[src/rtl/paddle_scan_ctrl.sv]
// Once per frame, measures both 555 paddle timers over one shared tick counter.
// Define PADDLE_AVG_EN to publish the average of the previous and new position.
module paddle_scan_ctrl #(
  parameter int CLKS_PER_TICK = 250,
  parameter int TRIG_CLKS     = 25,
  parameter int POS_W         = 8,
  parameter int MAX_TICKS     = 240
) (
  input  logic             i_Clk,
  input  logic             i_Rst_N,
  input  logic             i_VReset,
  input  logic [1:0]       i_555_Output,
  output logic [1:0]       o_555_Trigger,
  output logic [POS_W-1:0] o_Pos0,
  output logic [POS_W-1:0] o_Pos1,
  output logic [1:0]       o_Timeout,
  output logic             o_Valid,
  output logic             o_Busy
);

  localparam int PSC_W = (CLKS_PER_TICK > 1) ? $clog2(CLKS_PER_TICK) : 1;
  localparam int TRG_W = (TRIG_CLKS > 1) ? $clog2(TRIG_CLKS) : 1;

  localparam logic [PSC_W-1:0] PSC_LAST = PSC_W'(CLKS_PER_TICK - 1);
  localparam logic [PSC_W-1:0] PSC_ONE  = PSC_W'(1);
  localparam logic [TRG_W-1:0] TRG_LAST = TRG_W'(TRIG_CLKS - 1);
  localparam logic [TRG_W-1:0] TRG_ONE  = TRG_W'(1);
  localparam logic [POS_W-1:0] CNT_MAX  = POS_W'(MAX_TICKS);
  localparam logic [POS_W-1:0] CNT_ONE  = POS_W'(1);

  typedef enum logic [1:0] {
    S_IDLE    = 2'd0,
    S_TRIG    = 2'd1,
    S_MEASURE = 2'd2,
    S_LATCH   = 2'd3
  } state_t;

  state_t           r_state;
  state_t           w_next;
  logic [1:0]       r_meta;
  logic [1:0]       r_sync;
  logic             r_sel;
  logic [TRG_W-1:0] r_trg;
  logic [PSC_W-1:0] r_psc;
  logic             r_tick;
  logic [POS_W-1:0] r_cnt;
  logic             r_to;
  logic [POS_W-1:0] r_pos0;
  logic [POS_W-1:0] r_pos1;
  logic [1:0]       r_timeout;

  logic             w_in;
  logic [1:0]       w_trigger;
  logic             w_valid;
  logic [POS_W-1:0] w_new_pos;

  assign w_in = r_sync[r_sel];

`ifdef PADDLE_AVG_EN
  logic [POS_W-1:0] w_old_pos;
  logic [POS_W:0]   w_sum;
  assign w_old_pos = r_sel ? r_pos1 : r_pos0;
  assign w_sum     = {1'b0, w_old_pos} + {1'b0, r_cnt};
  assign w_new_pos = w_sum[POS_W:1];
`else
  assign w_new_pos = r_cnt;
`endif

  always_ff @(posedge i_Clk or negedge i_Rst_N) begin
    if (!i_Rst_N) begin
      r_meta <= 2'b00;
      r_sync <= 2'b00;
    end else begin
      r_meta <= i_555_Output;
      r_sync <= r_meta;
    end
  end

  always_ff @(posedge i_Clk or negedge i_Rst_N) begin
    if (!i_Rst_N) r_state <= S_IDLE;
    else          r_state <= w_next;
  end

  always_comb begin
    w_next    = r_state;
    w_trigger = 2'b11;
    w_valid   = 1'b0;
    case (r_state)
      S_IDLE: begin
        if (i_VReset) w_next = S_TRIG;
      end
      S_TRIG: begin
        w_trigger[r_sel] = 1'b0;
        if (r_trg == TRG_LAST) w_next = S_MEASURE;
      end
      S_MEASURE: begin
        // Input only matters on a tick; saturation ends the measurement too.
        if (r_tick && (!w_in || (r_cnt == CNT_MAX))) w_next = S_LATCH;
      end
      S_LATCH: begin
        if (!r_sel) begin
          w_next = S_TRIG;
        end else begin
          w_valid = 1'b1;
          w_next  = S_IDLE;
        end
      end
      default: w_next = S_IDLE;
    endcase
  end

  always_ff @(posedge i_Clk or negedge i_Rst_N) begin
    if (!i_Rst_N) begin
      r_sel  <= 1'b0;
      r_trg  <= '0;
      r_psc  <= '0;
      r_tick <= 1'b0;
      r_cnt  <= '0;
      r_to   <= 1'b0;
    end else begin
      if (r_state == S_IDLE && i_VReset)  r_sel <= 1'b0;
      else if (r_state == S_LATCH && !r_sel) r_sel <= 1'b1;

      if (r_state == S_TRIG) r_trg <= r_trg + TRG_ONE;
      else                   r_trg <= '0;

      if (r_state == S_MEASURE) r_psc <= (r_psc == PSC_LAST) ? '0 : r_psc + PSC_ONE;
      else                      r_psc <= '0;

      // Registered so the first tick lands a full CLKS_PER_TICK after entry.
      r_tick <= (r_state == S_MEASURE) && (r_psc == PSC_LAST);

      if (r_state == S_TRIG) begin
        r_cnt <= '0;
      end else if (r_state == S_MEASURE && r_tick) begin
        if (w_in && (r_cnt < CNT_MAX)) r_cnt <= r_cnt + CNT_ONE;
        if (w_next == S_LATCH)         r_to  <= w_in;
      end
    end
  end

  always_ff @(posedge i_Clk or negedge i_Rst_N) begin
    if (!i_Rst_N) begin
      r_pos0    <= '0;
      r_pos1    <= '0;
      r_timeout <= 2'b00;
    end else if (r_state == S_LATCH) begin
      if (r_sel) r_pos1 <= w_new_pos;
      else       r_pos0 <= w_new_pos;
      r_timeout[r_sel] <= r_to;
    end
  end

  assign o_555_Trigger = w_trigger;
  assign o_Pos0        = r_pos0;
  assign o_Pos1        = r_pos1;
  assign o_Timeout     = r_timeout;
  assign o_Valid       = w_valid;
  assign o_Busy        = (r_state != S_IDLE);

endmodule

[config.mk]
export PLATFORM = sky130hd
export DESIGN_NAME = paddle_scan_ctrl
export DESIGN_NICKNAME = d
export VERILOG_FILES = /design/src/rtl/paddle_scan_ctrl.sv
export SDC_FILE = /design/constraint.sdc
export NUM_CORES = 1
export LEC_CHECK = 0
export ABC_AREA = 1
export CAP_MARGIN = 20
export CORE_ASPECT_RATIO = 0.6
export CORE_MARGIN = 2
export CORE_UTILIZATION = 40
export DETAILED_ROUTE_END_ITERATION = 6
export PLACE_DENSITY = 0.58
export SYNTH_ARGS = -nofsm -noshare
export SYNTH_HDL_FRONTEND = slang
export SYNTH_SLANG_ARGS = --single-unit
[constraint.sdc]
create_clock -name i_Clk -period 1.8 [get_ports i_Clk]
set_clock_uncertainty 0.1 [all_clocks]
set_input_delay 0.45 -clock i_Clk [delete_from_list [all_inputs] [get_ports i_Clk]]
set_output_delay 0.45 -clock i_Clk [all_outputs]
set_load 0.005 [all_outputs]
==> results of run 1 <==
## flip-flops by register name, summed over array words and instances, names as in the netlist
signal,cells
r_tick,1
r_sel,1
r_trg,5
r_cnt,8
o_Pos1,8
r_sync,2
r_state,2
r_psc,8
o_Timeout,2
r_meta,2
o_Pos0,8
r_to,1
## power groups by stage
stage,clock network [uW],logic [uW],registers (uW)
2_1_floorplan,0,5.39,1100
3_3_place_gp,0,41.3,1100
3_5_place_dp,0,41.1,1100
4_1_cts,690,41.5,1080
5_1_grt,754,46.1,1080
6_report,669,39.3,1080
## cell usage in the layout, fill, tap and decap left out, types with 2 or more instances in the layout
cell             netlist  final
dfrtp_1               48     46
nor2_4                 2      2
clkbuf_8               0      6
clkdlybuf4s50_1        0     21
o21ai_0               22     22
xor2_1                 3      3
a21oi_1                2      2
nand2_1               63     63
nor2_1                22     22
xnor2_1                3      3
clkbuf_2               1      2
nand3_1               19     19
o21ai_1                2      2
buf_12                 0      2
inv_2                  2      3
inv_1                 27     26
dfrtp_2                0      2
buf_4                  0      6
nand2_2                2      2
ha_1                   6      6
nand4_1                7      7
## synth_stat cells
library cell	n	area, um2
nand2_1	63	236
dfrtp_1	48	1200
inv_1	27	101
nor2_1	22	82.6
o21ai_0	22	110
nand3_1	19	95.1
nand4_1	7	43.8
ha_1	6	75.1
xnor2_1	3	26.3
xor2_1	3	26.3
a21oi_1	2	10.0
clkbuf_1	2	7.51
inv_2	2	7.51
nand2_2	2	12.5
nor2_4	2	22.5
o21ai_1	2	10.0
a31oi_1	1	6.26
buf_6	1	11.3
clkbuf_2	1	5.00
nand2_4	1	11.3
nand3_2	1	10.0
nor2_8	1	20.0
or2_2	1	6.26
## per-layer routing
metal  track usage  vias to the layer above
li1              -                      828
met3        0.0530                        8
met2         0.224                       30
met1         0.264                      733
met5             0                        -
met4        0.0587                        0
## area by class of cell
type	count	area, um2	share of cell area
well taps	66	82.6	0.0313
multi-input cells	158	812	0.307
clock buffers	7	86.3	0.0327
inverters	29	109	0.0412
flip-flops and latches	48	1200	0.456
repair buffers	35	340	0.129
clock inverters	1	7.51	0.00284
## per-stage QoR
step	instance area, um2	total power (uW)
2_1_floorplan	2140	1110
3_3_place_gp	2490	1150
3_5_place_dp	2490	1150
4_1_cts	2640	1820
5_1_grt	2640	1880
6_report	2640	1790
## timing repair
item,CTS,global route
setup endpoints to repair,4,2
pin swaps,1,0
gates resized for setup,10,4
setup buffers,4,1
## cells by family after synthesis
| kind of cell | after synthesis | synth area share |
|---|---|---|
| compound gates | 27 | 0.0638 |
| flops | 48 | 0.562 |
| fa+ha+maj | 6 | 0.0351 |
| xor+xnor | 6 | 0.0246 |
| buf+inv | 33 | 0.0620 |
| simple gates | 119 | 0.253 |
## how the worst min path moves through the flow
stage / start / cells past startpoint / endpoint
4_1_cts: i_Rst_N / 2 / r_sync[0]
6_report: i_Rst_N / 2 / r_psc[2]
3_3_place_gp: r_meta[1] / 0 / r_sync[1]
3_5_place_dp: r_meta[1] / 0 / r_sync[1]
2_1_floorplan: i_Rst_N / 0 / o_Pos0[0]
5_1_grt: i_Rst_N / 2 / r_psc[2]
==> flow_summary.json, run 1 <==
{
  "gr-total-overflow": 0,
  "crit_buf_inv": 1,
  "htree_levels": 2,
  "comb_power_share": 0.022,
  "cts_tree": "built",
  "wire_per_inst_um": 12.9,
  "postRouteAntennaNets": 0,
  "core_area_um2": 5100,
  "clk_pin_slew_ns": 0.09,
  "syn_area_per_cell_um2": 8.95,
  "cts.path.max_buffers": 2,
  "clock_latency_ns": 0.30,
  "synth_seq_area_share": 0.562,
  "dp_hpwl_mm": 3.05,
  "grt_max_degree": 49,
  "firstDrtPassIters": 4,
  "endpoint": "o_Pos0[0]",
  "fp.dieW_um": 98.4,
  "fmax_mhz": 576,
  "slowest_delay_ns": 0.52,
  "finish.utilization": 0.517,
  "seq_power_share": 0.605,
  "drc": 0,
  "syn_nets": 250,
  "r2r_cells": 10,
  "fin_ws_ns": 0.0629,
  "synth_area_um2": 2140,
  "highest_layer": "met4",
  "ir_drop_uv": 283,
  "max_slew_margin": 0.782,
  "nFillCells": 491,
  "regToRegSetupSlack_ns": 0.27,
  "arrival_ns": 1.19,
  "drv_slew": 0,
  "synth_warnings": 0,
  "cts_hold_buf": 0,
  "cp_num_cells": 1,
  "grt_pass1_vias": 1591,
  "critPathCaptureType": "primary output",
  "status": "complete, no violations",
  "numPortBuffers": 26,
  "min_period_ns": 1.74,
  "drt-total-wl_mm": 4.43,
  "reg2reg_to": "r_cnt[7]",
  "crit_fanout": 2,
  "nNetsFinal": 288,
  "met3WireLength_um": 198,
  "area_growth_syn_to_layout_pct": 23.5,
  "finalNonFillerCells": 344,
  "place_inst": 331,
  "cp_cell_sequence": "clkdlybuf4s50_1",
  "leakagePower_uw": 0.00126,
  "worst_slew_pin_slew_ns": 0.325,
  "postSynthCellCount": 239,
  "hold_ws_ns": 0.0169,
  "yosys_register_bits": 48,
  "rows": 20,
  "vias_per_cell": 4.65,
  "finalHoldViolations": 0,
  "power.density_nw_per_um2": 678,
  "numCtsBuffers": 5,
  "antenna_found_initial": 0,
  "p_int_uw": 1410,
  "power_frac_clock": 0.374,
  "switching_share": 0.215,
  "period_share": 0.965,
  "cts-root-buf": "clkbuf_8",
  "drive_gt1_frac": 0.115,
  "routedLengthMet1_mm": 2.58,
  "rsz0062_at_grt": "no",
  "r2r-start": "r_state[0]",
  "drt_iter0_drc": 71,
  "startpoint": "o_Pos0[0]",
  "hp-class": "in2async",
  "setup_tns_ns": 0,
  "required_ns": 1.25,
  "path_delay_family": "buffers and inverters",
  "setup_viol": 0,
  "critical_path_class": "reg2out",
  "pre_cts_ws_ns": 0.0628,
  "die_area_um2": 5970,
  "gp_congestion": 0.815,
  "grt_usage": 0.171,
  "maxCapViolations": 0,
  "antennaDiodeCount": 0,
  "p_switching_uw": 385,
  "initial_core_util": 0.419,
  "ios": 27,
  "num_vias": 1599,
  "clock-sinks": 48,
  "routed-wl-met2_mm": 1.59,
  "die_h_um": 60.6,
  "synth.distinct_cells": 23,
  "grt_first_pass_wirelength_mm": 7.78,
  "startpoint_type": "register",
  "cp_slowest_cell": "clkdlybuf4s50_1"
}
(Power assumes the default switching activity.)
==> run 2: changes to the inputs <==
--- a/config.mk
+++ b/config.mk
@@ -10,6 +10,7 @@
 export CORE_ASPECT_RATIO = 0.6
 export CORE_MARGIN = 2
 export CORE_UTILIZATION = 40
+export CTS_BUF_LIST = sky130_fd_sc_hd__clkbuf_16
 export DETAILED_ROUTE_END_ITERATION = 6
 export PLACE_DENSITY = 0.58
 export SYNTH_ARGS = -nofsm -noshare
==> flow_summary.json, run 2 (synthesis results as in run 1) <==
{
  "initial_core_util": 0.419,
  "firstDrtPassIters": 4,
  "path_delay_family": "buffers and inverters",
  "worst_slew_pin_slew_ns": 0.330,
  "nNetsFinal": 289,
  "drive_gt1_frac": 0.115,
  "numPortBuffers": 26,
  "cts_tree": "built",
  "cts.path.max_buffers": 2,
  "required_ns": 1.25,
  "crit_fanout": 2,
  "cp_cell_sequence": "clkdlybuf4s50_1",
  "pre_cts_ws_ns": 0.0628,
  "startpoint_type": "register",
  "rows": 20,
  "drc": 0,
  "slowest_delay_ns": 0.53,
  "fin_ws_ns": 0.0860,
  "setup_viol": 0,
  "antennaDiodeCount": 0,
  "nFillCells": 483,
  "critPathCaptureType": "primary output",
  "cts_hold_buf": 0,
  "gr-total-overflow": 0,
  "clock_latency_ns": 0.28,
  "hp-class": "in2async",
  "drt_iter0_drc": 62,
  "antenna_found_initial": 0,
  "ir_drop_uv": 358,
  "numCtsBuffers": 5,
  "hold_ws_ns": 0.0442,
  "final_cell_mix": "63 x nand2_1, 46 x dfrtp_1, 27 x inv_1",
  "die_area_um2": 5970,
  "arrival_ns": 1.16,
  "p_total_uw": 2000,
  "area_growth_syn_to_layout_pct": 26.0,
  "period_share": 0.952,
  "fp.dieW_um": 98.4,
  "vias_per_cell": 4.70,
  "cp_slowest_cell": "clkdlybuf4s50_1",
  "postRouteAntennaNets": 0,
  "wire_per_inst_um": 13.0,
  "place_inst": 331,
  "leakagePower_uw": 0.00130,
  "ios": 27,
  "maxCapViolations": 0,
  "finalHoldViolations": 0,
  "max_slew_margin": 0.779,
  "grt_usage": 0.168,
  "dp_hpwl_mm": 3.05,
  "grt_pass1_vias": 1599,
  "drv_slew": 0,
  "min_period_ns": 1.71,
  "rsz0062_at_grt": "no",
  "core_area_um2": 5100,
  "drt-total-wl_mm": 4.47,
  "final_common_cell": "nand2_1",
  "die_h_um": 60.6,
  "clk_pin_slew_ns": 0.06,
  "status": "complete, no violations",
  "finalNonFillerCells": 345,
  "clock-sinks": 48,
  "cts-root-buf": "clkbuf_16",
  "gp_congestion": 0.815,
  "crit_buf_inv": 1,
  "num_vias": 1623,
  "grt_first_pass_wirelength_mm": 7.74,
  "critical_path_class": "reg2out",
  "htree_levels": 2,
  "fmax_mhz": 583,
  "grt_max_degree": 49,
  "power.density_nw_per_um2": 742
}
## run 2: final cells by class
| class | instances | area (um2) | area share |
|---|---|---|---|
| Tap cell | 66 | 82.6 | 0.0307 |
| Clock inverter | 3 | 15.0 | 0.00557 |
| Sequential cell | 48 | 1200 | 0.447 |
| Timing Repair Buffer | 36 | 347 | 0.129 |
| Multi-Input combinational cell | 158 | 812 | 0.301 |
| Inverter | 29 | 109 | 0.0404 |
| Clock buffer | 5 | 125 | 0.0464 |
## run 2: power breakdown
group / leakage [uW] / total (uW) / switching [uW] / internal, uW
combinational: 0.000594 / 39.2 / 26.5 / 12.6
clock: 0.0000687 / 876 / 372 / 504
sequential: 0.000641 / 1080 / 1.31 / 1080
## run 2: repair_timing
action                                  CTS  global route
cloned                                    0             0
endpoints found under the setup margin    4             3
pin swaps                                 1             0
resized for setup                         9             3
buffers inserted                          4             2
## run 2: per-layer routing
layer  GRT usage  wire, um
met5           0         0
met4      0.0411        38
met3      0.0495       235
met2       0.225      1610
met1       0.264      2590
## run 2: through the flow
step           instance area [um2]  utilization  TNS (ns)
6_report                      2690        0.528         0
5_1_grt                       2690        0.528         0
4_1_cts                       2690        0.526    -0.125
3_5_place_dp                  2490        0.489         0
3_3_place_gp                  2490        0.489         0
2_1_floorplan                 2140            -         0
## run 2: worst paths after layout
path | startpoint | to | slack [ns] | cells past startpoint
max in group asynchronous | i_Rst_N | r_state[1] | 1.33 | 2
min in group i_Clk | r_meta[0] | r_sync[0] | 0.26 | 0
hold / removal | i_Rst_N | r_trg[0] | 0.04 | 2
hold reg to reg | r_meta[0] | r_sync[0] | 0.26 | 0
setup reg to reg | r_state[0] | r_cnt[7] | 0.28 | 10
setup / recovery | o_Pos0[0] | o_Pos0[0] | 0.09 | 1
## run 2: worst reg2reg max path, stage by stage, from the launching register on
cell     delay [ns]
dfrtp_1        0.40
inv_2          0.09
buf_12         0.10
buf_4          0.09
nand2_2        0.07
nor2_4         0.13
nand3_1        0.10
nand2_2        0.12
inv_2          0.09
nand2_1        0.06
nand2_1        0.05
==> run 3: changes to the inputs <==
--- a/config.mk
+++ b/config.mk
@@ -6,11 +6,13 @@
 export NUM_CORES = 1
 export LEC_CHECK = 0
 export ABC_AREA = 1
+export ABC_CLOCK_PERIOD_IN_PS = 1800
 export CAP_MARGIN = 20
 export CORE_ASPECT_RATIO = 0.6
 export CORE_MARGIN = 2
 export CORE_UTILIZATION = 40
 export CTS_BUF_LIST = sky130_fd_sc_hd__clkbuf_16
+export CTS_CLUSTER_DIAMETER = 40
 export DETAILED_ROUTE_END_ITERATION = 6
 export PLACE_DENSITY = 0.58
 export SYNTH_ARGS = -nofsm -noshare
==> results of run 3 <==
Same layout as run 2: the final DEF is identical, and so are final timing and power.
